==> config.mk <==
export PLATFORM = sky130hd
export DESIGN_NAME = telem_pkt_tx_flat
export DESIGN_NICKNAME = d
export VERILOG_FILES = /design/src/rtl/telem_pkt_tx_if.sv /design/src/rtl/telem_pkt_tx.sv /design/src/flat_wrapper.sv
export SDC_FILE = /design/constraint.sdc
export NUM_CORES = 1
export LEC_CHECK = 0
export CAP_MARGIN = 20
export CORE_MARGIN = 1.5
export CORE_UTILIZATION = 43
export CTS_CLUSTER_DIAMETER = 150
export DETAILED_ROUTE_END_ITERATION = 8
export GPL_TIMING_DRIVEN = 0
export PLACE_DENSITY_LB_ADDON = 0.15
export SYNTH_ARGS = -nofsm -noshare
export SYNTH_HDL_FRONTEND = slang
export SYNTH_SLANG_ARGS = --single-unit
==> constraint.sdc <==
create_clock -name clk -period 5.6 [get_ports clk]
set_clock_uncertainty 0.15 [all_clocks]
set_input_delay 1.68 -clock clk [delete_from_list [all_inputs] [get_ports clk]]
set_output_delay 1.68 -clock clk [all_outputs]
set_load 0.05 [all_outputs]
==> src/rtl/telem_pkt_tx_if.sv <==
// ============================================================================
//  Module      : telem_pkt_tx_if
//  Description : Bundles the signals of the telemetry packet transmitter.
//                Request side: send_req, pyld_a, pyld_b, busy, pkt_done.
//                UART side   : trmt, tx_data, tx_done.
//                master - the requester / UART environment
//                slave  - the packet transmitter (telem_pkt_tx)
//  Revision    : 1.0  initial release
// ============================================================================
`default_nettype none

interface telem_pkt_tx_if;
    logic        send_req;   // request one packet
    logic [15:0] pyld_a;     // payload word A
    logic [15:0] pyld_b;     // payload word B
    logic        tx_done;    // UART byte-complete level
    logic        trmt;       // one-cycle start strobe to the UART
    logic [7:0]  tx_data;    // byte presented to the UART
    logic        busy;       // packet in progress
    logic        pkt_done;   // one-cycle packet completion pulse

    modport master (
        output send_req, pyld_a, pyld_b, tx_done,
        input  trmt, tx_data, busy, pkt_done
    );

    modport slave (
        input  send_req, pyld_a, pyld_b, tx_done,
        output trmt, tx_data, busy, pkt_done
    );
endinterface

`default_nettype wire

==> src/rtl/telem_pkt_tx.sv <==
// ============================================================================
//  Module      : telem_pkt_tx
//  Description : Serialises a telemetry packet (two header bytes followed by
//                two captured 16-bit payload words, MSB first) into a
//                byte-at-a-time UART transmitter handshake.
//                Compile-time option TELEM_CHKSUM_EN appends a seventh byte:
//                the two's complement of the 8-bit sum of the payload bytes.
//  Ports       : clk      - system clock, rising edge
//                rst_n    - asynchronous active-low reset
//                bus      - telem_pkt_tx_if.slave
//                           send_req/pyld_a/pyld_b/tx_done in,
//                           trmt/tx_data/busy/pkt_done out
//  Parameters  : HDR0, HDR1 - the two header bytes
//  Revision    : 1.0  initial release
// ============================================================================
`default_nettype none

module telem_pkt_tx #(
    parameter logic [7:0] HDR0 = 8'hAA,
    parameter logic [7:0] HDR1 = 8'h55
) (
    input  logic           clk,
    input  logic           rst_n,
    telem_pkt_tx_if.slave  bus
);

    localparam logic [1:0] c_idle = 2'd0;
    localparam logic [1:0] c_xmit = 2'd1;
    localparam logic [1:0] c_wait = 2'd2;

`ifdef TELEM_CHKSUM_EN
    localparam logic [2:0] c_last_idx = 3'd6;
`else
    localparam logic [2:0] c_last_idx = 3'd5;
`endif

    logic [1:0]  r_state;
    logic [1:0]  w_state_next;
    logic [2:0]  r_idx;
    logic [15:0] r_pyld_a;
    logic [15:0] r_pyld_b;
    logic        r_tx_done_q;
    logic [7:0]  r_tx_data;
    logic        r_pkt_done;

    logic        w_tx_done_rise;
    logic        w_accept;
    logic        w_advance;
    logic        w_finish;
    logic [2:0]  w_idx_inc;
    logic [7:0]  w_next_byte;
    logic        w_trmt;
    logic        w_busy;

`ifdef TELEM_CHKSUM_EN
    // Payload bytes plus this value sum to zero modulo 256.
    logic [7:0]  w_chksum;
    assign w_chksum = 8'd0 - (r_pyld_a[15:8] + r_pyld_a[7:0]
                            + r_pyld_b[15:8] + r_pyld_b[7:0]);
`endif

    // Only a fresh 0->1 transition counts as completion; tx_done is a level
    // that stays high from the previous byte until the UART sees trmt.
    assign w_tx_done_rise = bus.tx_done & ~r_tx_done_q;
    assign w_accept       = (r_state == c_idle) & bus.send_req;
    assign w_advance      = (r_state == c_wait) & w_tx_done_rise & (r_idx != c_last_idx);
    assign w_finish       = (r_state == c_wait) & w_tx_done_rise & (r_idx == c_last_idx);
    assign w_idx_inc      = r_idx + 3'd1;

    // Byte for the index being entered on an advance (index 0 is loaded
    // directly with HDR0 on acceptance).
    always_comb begin
        w_next_byte = HDR0;
        case (w_idx_inc)
            3'd1:    w_next_byte = HDR1;
            3'd2:    w_next_byte = r_pyld_a[15:8];
            3'd3:    w_next_byte = r_pyld_a[7:0];
            3'd4:    w_next_byte = r_pyld_b[15:8];
            3'd5:    w_next_byte = r_pyld_b[7:0];
`ifdef TELEM_CHKSUM_EN
            3'd6:    w_next_byte = w_chksum;
`endif
            default: w_next_byte = HDR0;
        endcase
    end

    // State register
    always_ff @(posedge clk or negedge rst_n) begin
        if (!rst_n) begin
            r_state <= c_idle;
        end else begin
            r_state <= w_state_next;
        end
    end

    // Next-state logic
    always_comb begin
        w_state_next = r_state;
        case (r_state)
            c_idle: begin
                if (bus.send_req) begin
                    w_state_next = c_xmit;
                end
            end
            c_xmit: begin
                w_state_next = c_wait;
            end
            c_wait: begin
                if (w_tx_done_rise) begin
                    w_state_next = (r_idx == c_last_idx) ? c_idle : c_xmit;
                end
            end
            default: begin
                w_state_next = c_idle;
            end
        endcase
    end

    // State-decoded outputs
    always_comb begin
        w_trmt = 1'b0;
        w_busy = 1'b0;
        case (r_state)
            c_xmit:  begin w_trmt = 1'b1; w_busy = 1'b1; end
            c_wait:  begin w_busy = 1'b1; end
            default: begin w_trmt = 1'b0; w_busy = 1'b0; end
        endcase
    end

    // Datapath: payload capture, byte index, registered byte and done pulse
    always_ff @(posedge clk or negedge rst_n) begin
        if (!rst_n) begin
            r_idx       <= 3'd0;
            r_pyld_a    <= 16'h0000;
            r_pyld_b    <= 16'h0000;
            r_tx_done_q <= 1'b0;
            r_tx_data   <= 8'h00;
            r_pkt_done  <= 1'b0;
        end else begin
            r_tx_done_q <= bus.tx_done;
            r_pkt_done  <= w_finish;
            if (w_accept) begin
                r_pyld_a  <= bus.pyld_a;
                r_pyld_b  <= bus.pyld_b;
                r_idx     <= 3'd0;
                r_tx_data <= HDR0;
            end else if (w_advance) begin
                r_idx     <= w_idx_inc;
                r_tx_data <= w_next_byte;
            end
        end
    end

    assign bus.trmt     = w_trmt;
    assign bus.busy     = w_busy;
    assign bus.tx_data  = r_tx_data;
    assign bus.pkt_done = r_pkt_done;

endmodule

`default_nettype wire

==> src/flat_wrapper.sv <==
// flat-port wrapper written by rule: the top's interface ports become plain ports
module telem_pkt_tx_flat 
#(
    parameter logic [7:0] HDR0 = 8'hAA,
    parameter logic [7:0] HDR1 = 8'h55
)
  (clk, rst_n, bus_send_req, bus_pyld_a, bus_pyld_b, bus_tx_done, bus_trmt, bus_tx_data, bus_busy, bus_pkt_done);
  telem_pkt_tx_if bus_i ();
  input  logic clk;
  input  logic rst_n;
  input wire logic [$bits(bus_i.send_req)-1:0] bus_send_req;
  input wire logic [$bits(bus_i.pyld_a)-1:0] bus_pyld_a;
  input wire logic [$bits(bus_i.pyld_b)-1:0] bus_pyld_b;
  input wire logic [$bits(bus_i.tx_done)-1:0] bus_tx_done;
  output wire logic [$bits(bus_i.trmt)-1:0] bus_trmt;
  output wire logic [$bits(bus_i.tx_data)-1:0] bus_tx_data;
  output wire logic [$bits(bus_i.busy)-1:0] bus_busy;
  output wire logic [$bits(bus_i.pkt_done)-1:0] bus_pkt_done;
  assign bus_i.send_req = bus_send_req;
  assign bus_i.pyld_a = bus_pyld_a;
  assign bus_i.pyld_b = bus_pyld_b;
  assign bus_i.tx_done = bus_tx_done;
  assign bus_trmt = bus_i.trmt;
  assign bus_tx_data = bus_i.tx_data;
  assign bus_busy = bus_i.busy;
  assign bus_pkt_done = bus_i.pkt_done;
  telem_pkt_tx #(.HDR0(HDR0), .HDR1(HDR1)) u_core (.clk(clk), .rst_n(rst_n), .bus(bus_i));
endmodule
==> flow_metrics.py, run 1 <==
metrics = {
    "clock_tree": {
        "ctsResizeCount": 0,
        "htreeDepth": 2,
        "post_cts_buffers": 0,
        "cts_sinks": 47,
        "cts_buffer_depth": 2,
        "insertion_delay_ns": 0.29,
        "cts-root-buf": "clkbuf_8",
        "path_clk_slew_ns": 0.08,
        "cts_tree": "done",
        "postCtsHoldBufs": 0,
        "cts_made_buffers": 5,
    },
    "place": {
        "dp_slack_ns": 2.09,
        "io_buffers": 46,
        "dp_hpwl_mm": 3.62,
        "routabilityCongestion": 0.769,
    },
    "grt": {
        "use_met2": 0.336,
        "grt.met1_usage": 0.237,
        "grt_pass1_wl_mm": 7.94,
        "top_usage_layer": "met2",
        "overflow": 0,
        "grtUsageTotal": 0.191,
        "grt_use_met3": 0.0447,
        "grt_pass1_vias": 1641,
        "antenna_found_initial": 0,
        "grt_start_max_net_pins": 30,
    },
    "routing": {
        "drc": 0,
        "drtIter0Drc": 43,
        "drt_wl_total_mm": 4.75,
        "ant_nets": 0,
        "via_count": 1548,
        "vias_per_cell": 5.39,
        "drt_first_pass_iters": 4,
        "avgRoutedWirePerCell_um": 16.5,
    },
    "synth": {
        "synth_ff_type": "dfrtp_1",
        "synth_edf_count": 0,
        "synthTopCellsByCount": "dfrtp_1, mux2_2, ha_1",
        "ys_async_sr_fraction": 1.00,
        "ys_seq_area_frac": 0.536,
        "synth_cells": 166,
        "avgSynthCellArea_um2": 13.2,
        "syn_area_um2": 2190,
        "synth_area_leader_cell": "dfrtp_1",
        "synthTopCellsByArea": "dfrtp_1, mux2_2, ha_1, a22o_1, and3b_1",
        "netlist-cell-type-count": 32,
        "synth-seq-cells": 47,
        "yosysMostFrequentCell": "dfrtp_1",
        "yosysWarningCount": 0,
        "synthDominantCellAreaShare": 0.536,
        "synth_nets": 211,
    },
    "layout": {
        "nNetsFinal": 265,
        "drive_above_1_share": 0.241,
        "antenna_cells": 0,
        "fill_cells": 410,
        "area_delta_synth_final_pct": 29.5,
    },
    "critical_path": {
        "crit_type": "flip-flop to output pin",
        "cpMaxStageDelayCell": "clkdlybuf4s50_1",
        "cp-start-kind": "flip-flop",
        "crit_path_cell_trace": "inv_1, ha_1, clkdlybuf4s50_1",
        "endpoint_kind": "output pin",
        "critPathMaxFanout": 3,
        "crit_path_max_incr_delay_ns": 0.79,
        "worst_ep_arrival_time_ns": 1.83,
        "required_ns": 3.77,
    },
    "floorplan": {
        "die-area_um2": 5540,
        "die_h_um": 74.4,
        "io_pins": 47,
        "coreArea_um2": 4820,
        "row_count": 25,
        "die_w_um": 74.4,
        "initial_core_util": 0.456,
    },
    "pwr": {
        "p_clk_frac": 0.141,
        "leakage_nw": 1.21,
        "p_sw_uw": 539,
        "peakVddDrop_mv": 0.223,
        "p_sw_frac": 0.372,
        "p_int_uw": 912,
        "power_frac_seq": 0.410,
        "p_per_area_nw_per_um2": 511,
        "pwr-share-comb": 0.450,
        "p_total_mw": 1.45,
    },
    "timing": {
        "report.final.hold_viol_count": 0,
        "tns_ns": 0,
        "rsz0062_at_grt": "false",
        "maxSlewViolCount": 0,
        "relSlewSlack": 0.666,
        "period_needed_ns": 3.66,
        "finalCritPeriodShare": 0.654,
        "max_freq_mhz": 273,
        "setup_violations": 0,
        "setup_slack_ns": 1.94,
        "tightest_slew_ns": 0.500,
    },
    "hold_path": {
        "hold_path_class": "flip-flop to flip-flop",
    },
    "status": {
        "status": "completed",
    },
    "run": {
        "drv_cap": 0,
    },
}
[path summary, 6_finish.rpt]
check	start	end	slack, ns	cells past startpoint
max reg2reg	u_core.r_idx[0]	u_core.bus.tx_data[7]	3.39	6
max in group asynchronous	rst_n	u_core.r_pyld_a[6]	3.63	2
min	u_core.r_pyld_b[7]	u_core.r_pyld_b[7]	0.36	1
min in group asynchronous	rst_n	u_core.r_tx_done_q	1.17	1
max	u_core.r_state[0]	bus_busy	1.94	3
min reg2reg	u_core.r_pyld_b[7]	u_core.r_pyld_b[7]	0.36	1
[area by class of cell]
type | count | area, µm² | share of cell area
buffer | 12 | 73.8 | 0.0260
sequential | 47 | 1180 | 0.414
clock inverter | 1 | 5.00 | 0.00176
timing repair buffer | 47 | 475 | 0.167
clock buffer | 6 | 82.6 | 0.0291
tap | 67 | 83.8 | 0.0295
multi-input combinational | 102 | 926 | 0.326
inverter | 5 | 18.8 | 0.00661
[flip-flops by register name (all words and copies together), names as in the netlist]
register / count
u_core.r_pyld_a: 16
u_core.r_pyld_b: 16
u_core.bus.tx_data: 8
u_core.r_idx: 3
u_core.r_state: 2
u_core.bus.pkt_done: 1
u_core.r_tx_done_q: 1
[routing by layer]
layer	routed length (µm)	up-vias
met4	55	0
li1	-	719
met3	207	6
met2	2500	38
met1	1990	785
met5	0	-
[stage by stage]
stage | cells | util | area, µm² | hold WS [ns]
after CTS | 287 | 0.590 | 2840 | 0.365
after detailed placement | 280 | 0.572 | 2750 | 0.346
after floorplan | 166 | - | 2190 | 0.323
after global placement | 279 | 0.569 | 2740 | 0.332
after global routing | 287 | 0.590 | 2840 | 0.387
final | 287 | 0.590 | 2840 | 0.361
[layout by cell type (no fill, tap or decap)]
master / netlist / final
dfrtp_1: 47 / 47
clkdlybuf4s50_1: 0 / 45
mux2_2: 33 / 33
ha_1: 9 / 9
a22o_1: 8 / 8
o21ai_0: 6 / 6
clkbuf_8: 0 / 6
inv_1: 5 / 5
and3b_1: 5 / 5
buf_2: 4 / 5
nor2_1: 4 / 4
buf_4: 4 / 4
o21a_1: 4 / 4
a221oi_1: 4 / 4
o22ai_1: 4 / 4
a221o_1: 4 / 4
o32a_1: 4 / 4
a21oi_1: 3 / 3
clkbuf_1: 2 / 2
nand3_1: 2 / 2
nand2_1: 1 / 1
nand3b_1: 1 / 1
and2_4: 1 / 1
buf_6: 1 / 1
and2_1: 1 / 1
a21boi_0: 1 / 1
o21bai_1: 1 / 1
nand2b_1: 1 / 1
nor2b_1: 1 / 1
mux2i_1: 1 / 1
clkbuf_2: 1 / 1
o21ai_1: 1 / 1
a2111o_1: 1 / 1
a211oi_1: 1 / 1
clkinv_2: 0 / 1
buf_12: 0 / 1
[cells by family after synthesis]
group | after synthesis | synth area share
multiplexers | 34 | 0.174
adder cells (fa/ha/maj) | 9 | 0.0513
buffers and inverters | 17 | 0.0422
AND/OR/NAND/NOR | 17 | 0.0490
AO/OA/AOI/OAI | 42 | 0.148
flip-flops | 47 | 0.536
[power groups by stage]
stage	clock network (mW)	logic (mW)	registers [mW]
floorplan	0	0.389	0.661
global placement	0	0.632	0.593
detailed placement	0	0.655	0.604
CTS	0.211	0.659	0.596
global route	0.223	0.703	0.614
finish	0.204	0.652	0.595
[critical path: cells and delay by family, from the launching register on]
kind / cells / cell delay (ns)
flip-flops: 1 / 0.39
adder cells (fa/ha/maj): 1 / 0.28
buffers and inverters: 2 / 0.88
Power figures use the tool's default switching activity.
==> run 2, diff against run 1 <==
clock period = 3 ns   (was 5.6 ns; I/O delays follow)
==> results of run 2 <==
The final DEF is identical to that of run 1. Status: completed.
Among the figures that moved: setup slack after placement 2.09 ns -> 0.267 ns; setup slack after layout 1.94 ns -> 0.118 ns; register-to-register setup slack 3.39 ns -> 0.79 ns; total power 1.45 mW -> 2.71 mW; worst IR drop on VDD 0.223 mV -> 0.415 mV
==> run 3, diff against run 2 <==
CORE_UTILIZATION = 40   (was 43)
REMOVE_ABC_BUFFERS = 1   (was default)
SLEW_MARGIN = 25   (was default)
==> flow_metrics.py, run 3 (synthesis results as in run 1) <==
metrics = {
    "status": {
        "status": "completed",
    },
    "floorplan": {
        "die_w_um": 77.1,
        "die_h_um": 77.1,
        "row_count": 26,
        "die-area_um2": 5940,
        "coreArea_um2": 5200,
        "initial_core_util": 0.422,
        "io_pins": 47,
    },
    "clock_tree": {
        "htreeDepth": 2,
        "post_cts_buffers": 0,
        "cts_made_buffers": 5,
        "postCtsHoldBufs": 0,
        "cts_tree": "done",
        "path_clk_slew_ns": 0.09,
        "cts-root-buf": "clkbuf_8",
        "ctsResizeCount": 0,
        "cts_buffer_depth": 2,
        "cts_sinks": 47,
        "insertion_delay_ns": 0.29,
    },
    "critical_path": {
        "worst-path-buf-inv": 2,
        "crit_type": "flip-flop to output pin",
        "cpMaxStageDelayCell": "clkdlybuf4s50_1",
        "timing.rr.end": "u_core.bus.tx_data[7]",
        "path_delay_family": "buffers and inverters",
        "endpoint_kind": "output pin",
        "worst_ep_arrival_time_ns": 1.80,
        "crit_path_max_incr_delay_ns": 0.81,
        "crit_path_cell_trace": "inv_1, ha_1, clkdlybuf4s50_1",
        "cp-start-kind": "flip-flop",
        "r2r.worst_path.cells": 5,
        "rrSetupSlack_ns": 0.55,
        "critPathMaxFanout": 4,
        "rr_startpoint": "u_core.r_idx[0]",
        "required_ns": 1.95,
    },
    "run": {
        "drv_cap": 0,
    },
    "timing": {
        "max_freq_mhz": 351,
        "report.final.hold_viol_count": 0,
        "period_needed_ns": 2.85,
        "finalCritPeriodShare": 0.949,
        "tightest_slew_ns": 0.685,
        "tns_ns": 0,
        "setup_violations": 0,
        "rsz0062_at_grt": "false",
        "maxSlewViolCount": 0,
        "relSlewSlack": 0.544,
        "setup_slack_ns": 0.154,
    },
    "place": {
        "io_buffers": 46,
        "dp_hpwl_mm": 3.31,
        "routabilityCongestion": 0.714,
        "place_inst": 272,
        "dp_slack_ns": 0.208,
    },
    "layout": {
        "antenna_cells": 0,
        "final_cell_mix": "dfrtp_1, clkdlybuf4s50_1, mux2_2",
        "seq_area_um2": 1180,
        "fill_cells": 461,
        "area_delta_synth_final_pct": 27.5,
        "multi_input_area_um2": 927,
        "layout_commonest_cell": "dfrtp_1",
        "nNetsFinal": 254,
        "stdcell_count": 280,
        "drive_above_1_share": 0.219,
    },
    "grt": {
        "grt_start_max_net_pins": 30,
        "antenna_found_initial": 0,
        "overflow": 0,
        "grt_pass1_vias": 1563,
        "grt_pass1_wl_mm": 7.87,
        "grtUsageTotal": 0.170,
    },
    "hold_path": {
        "min_path_cells": 1,
        "hold_path_class": "flip-flop to flip-flop",
        "hold_end": "u_core.r_pyld_b[5]",
        "min_from": "u_core.r_pyld_b[5]",
    },
    "pwr": {
        "peakVddDrop_mv": 0.448,
        "p_clk_frac": 0.139,
        "p_int_mw": 1.67,
        "power_frac_seq": 0.416,
        "p_sw_frac": 0.374,
        "p_sw_uw": 996,
        "leakage_nw": 1.18,
        "p_per_area_nw_per_um2": 952,
        "pwr-share-comb": 0.446,
    },
    "routing": {
        "drtIter0Drc": 56,
        "via_count": 1496,
        "ant_nets": 0,
        "avgRoutedWirePerCell_um": 16.6,
        "drc": 0,
        "drt_wl_total_mm": 4.65,
        "drt_first_pass_iters": 4,
        "vias_per_cell": 5.34,
    },
}
==> run 3: changes by cell type in the layout (fill, tap and decap cells not counted), moves of 2 or more <==
cell / change
buf_2: -4
buf_4: -4
clkbuf_1: -2
clkinv_2: +2
==> run 3: layout make-up <==
| cell class | instances | share of cell area |
|---|---|---|
| clock buffers | 5 | 0.0246 |
| clock inverters | 3 | 0.00536 |
| inverters | 5 | 0.00671 |
| multi-input cells | 102 | 0.331 |
| flip-flops and latches | 47 | 0.420 |
| well taps | 70 | 0.0313 |
| repair buffers | 48 | 0.181 |
==> run 3: stage by stage <==
stage          cell area [µm²]   util  hold slack [ns]  power, mW
2_1_floorplan             2120      -            0.323       1.93
3_3_place_gp              2670  0.513            0.340       2.24
3_5_place_dp              2710  0.521            0.344       2.32
4_1_cts                   2800  0.537            0.363       2.69
5_1_grt                   2800  0.538            0.376       2.83
6_report                  2800  0.538            0.357       2.66
==> run 3: worst max path at each step <==
stage                                  endpoint               from  cells after the start  slack (ns)
final                                  bus_trmt  u_core.r_state[1]                      3        0.15
after global routing                   bus_trmt  u_core.r_state[1]                      3        0.07
after CTS                              bus_busy  u_core.r_state[0]                      3        0.07
after detailed placement  u_core.bus.tx_data[5]       bus_send_req                      5        0.21
after global placement    u_core.bus.tx_data[4]       bus_send_req                      4       -0.51
after floorplan              u_core.r_pyld_a[0]       bus_send_req                      2        0.43
==> run 3: routing by layer <==
metal	track usage	part of all wire	wire (µm)
met4	0.0545	0.0090	42
met5	0	0	0
met1	0.218	0.44	2030
met2	0.287	0.51	2350
met3	0.0357	0.050	233
==> run 3: worst register-to-register path: stages, from the launching register on <==
cell and delay (ns):
dfrtp_1 0.42, ha_1 0.21, ha_1 0.64, o21ai_1 0.13, a2111o_1 0.58, o32a_1 0.22
==> run 3: power groups by stage <==
stage / Clock (mW) / Combinational [mW] / Sequential (mW)
after floorplan: 0 / 0.694 / 1.23
after global placement: 0 / 1.14 / 1.10
after detailed placement: 0 / 1.20 / 1.12
after CTS: 0.380 / 1.20 / 1.11
after global routing: 0.404 / 1.28 / 1.15
final: 0.369 / 1.19 / 1.11
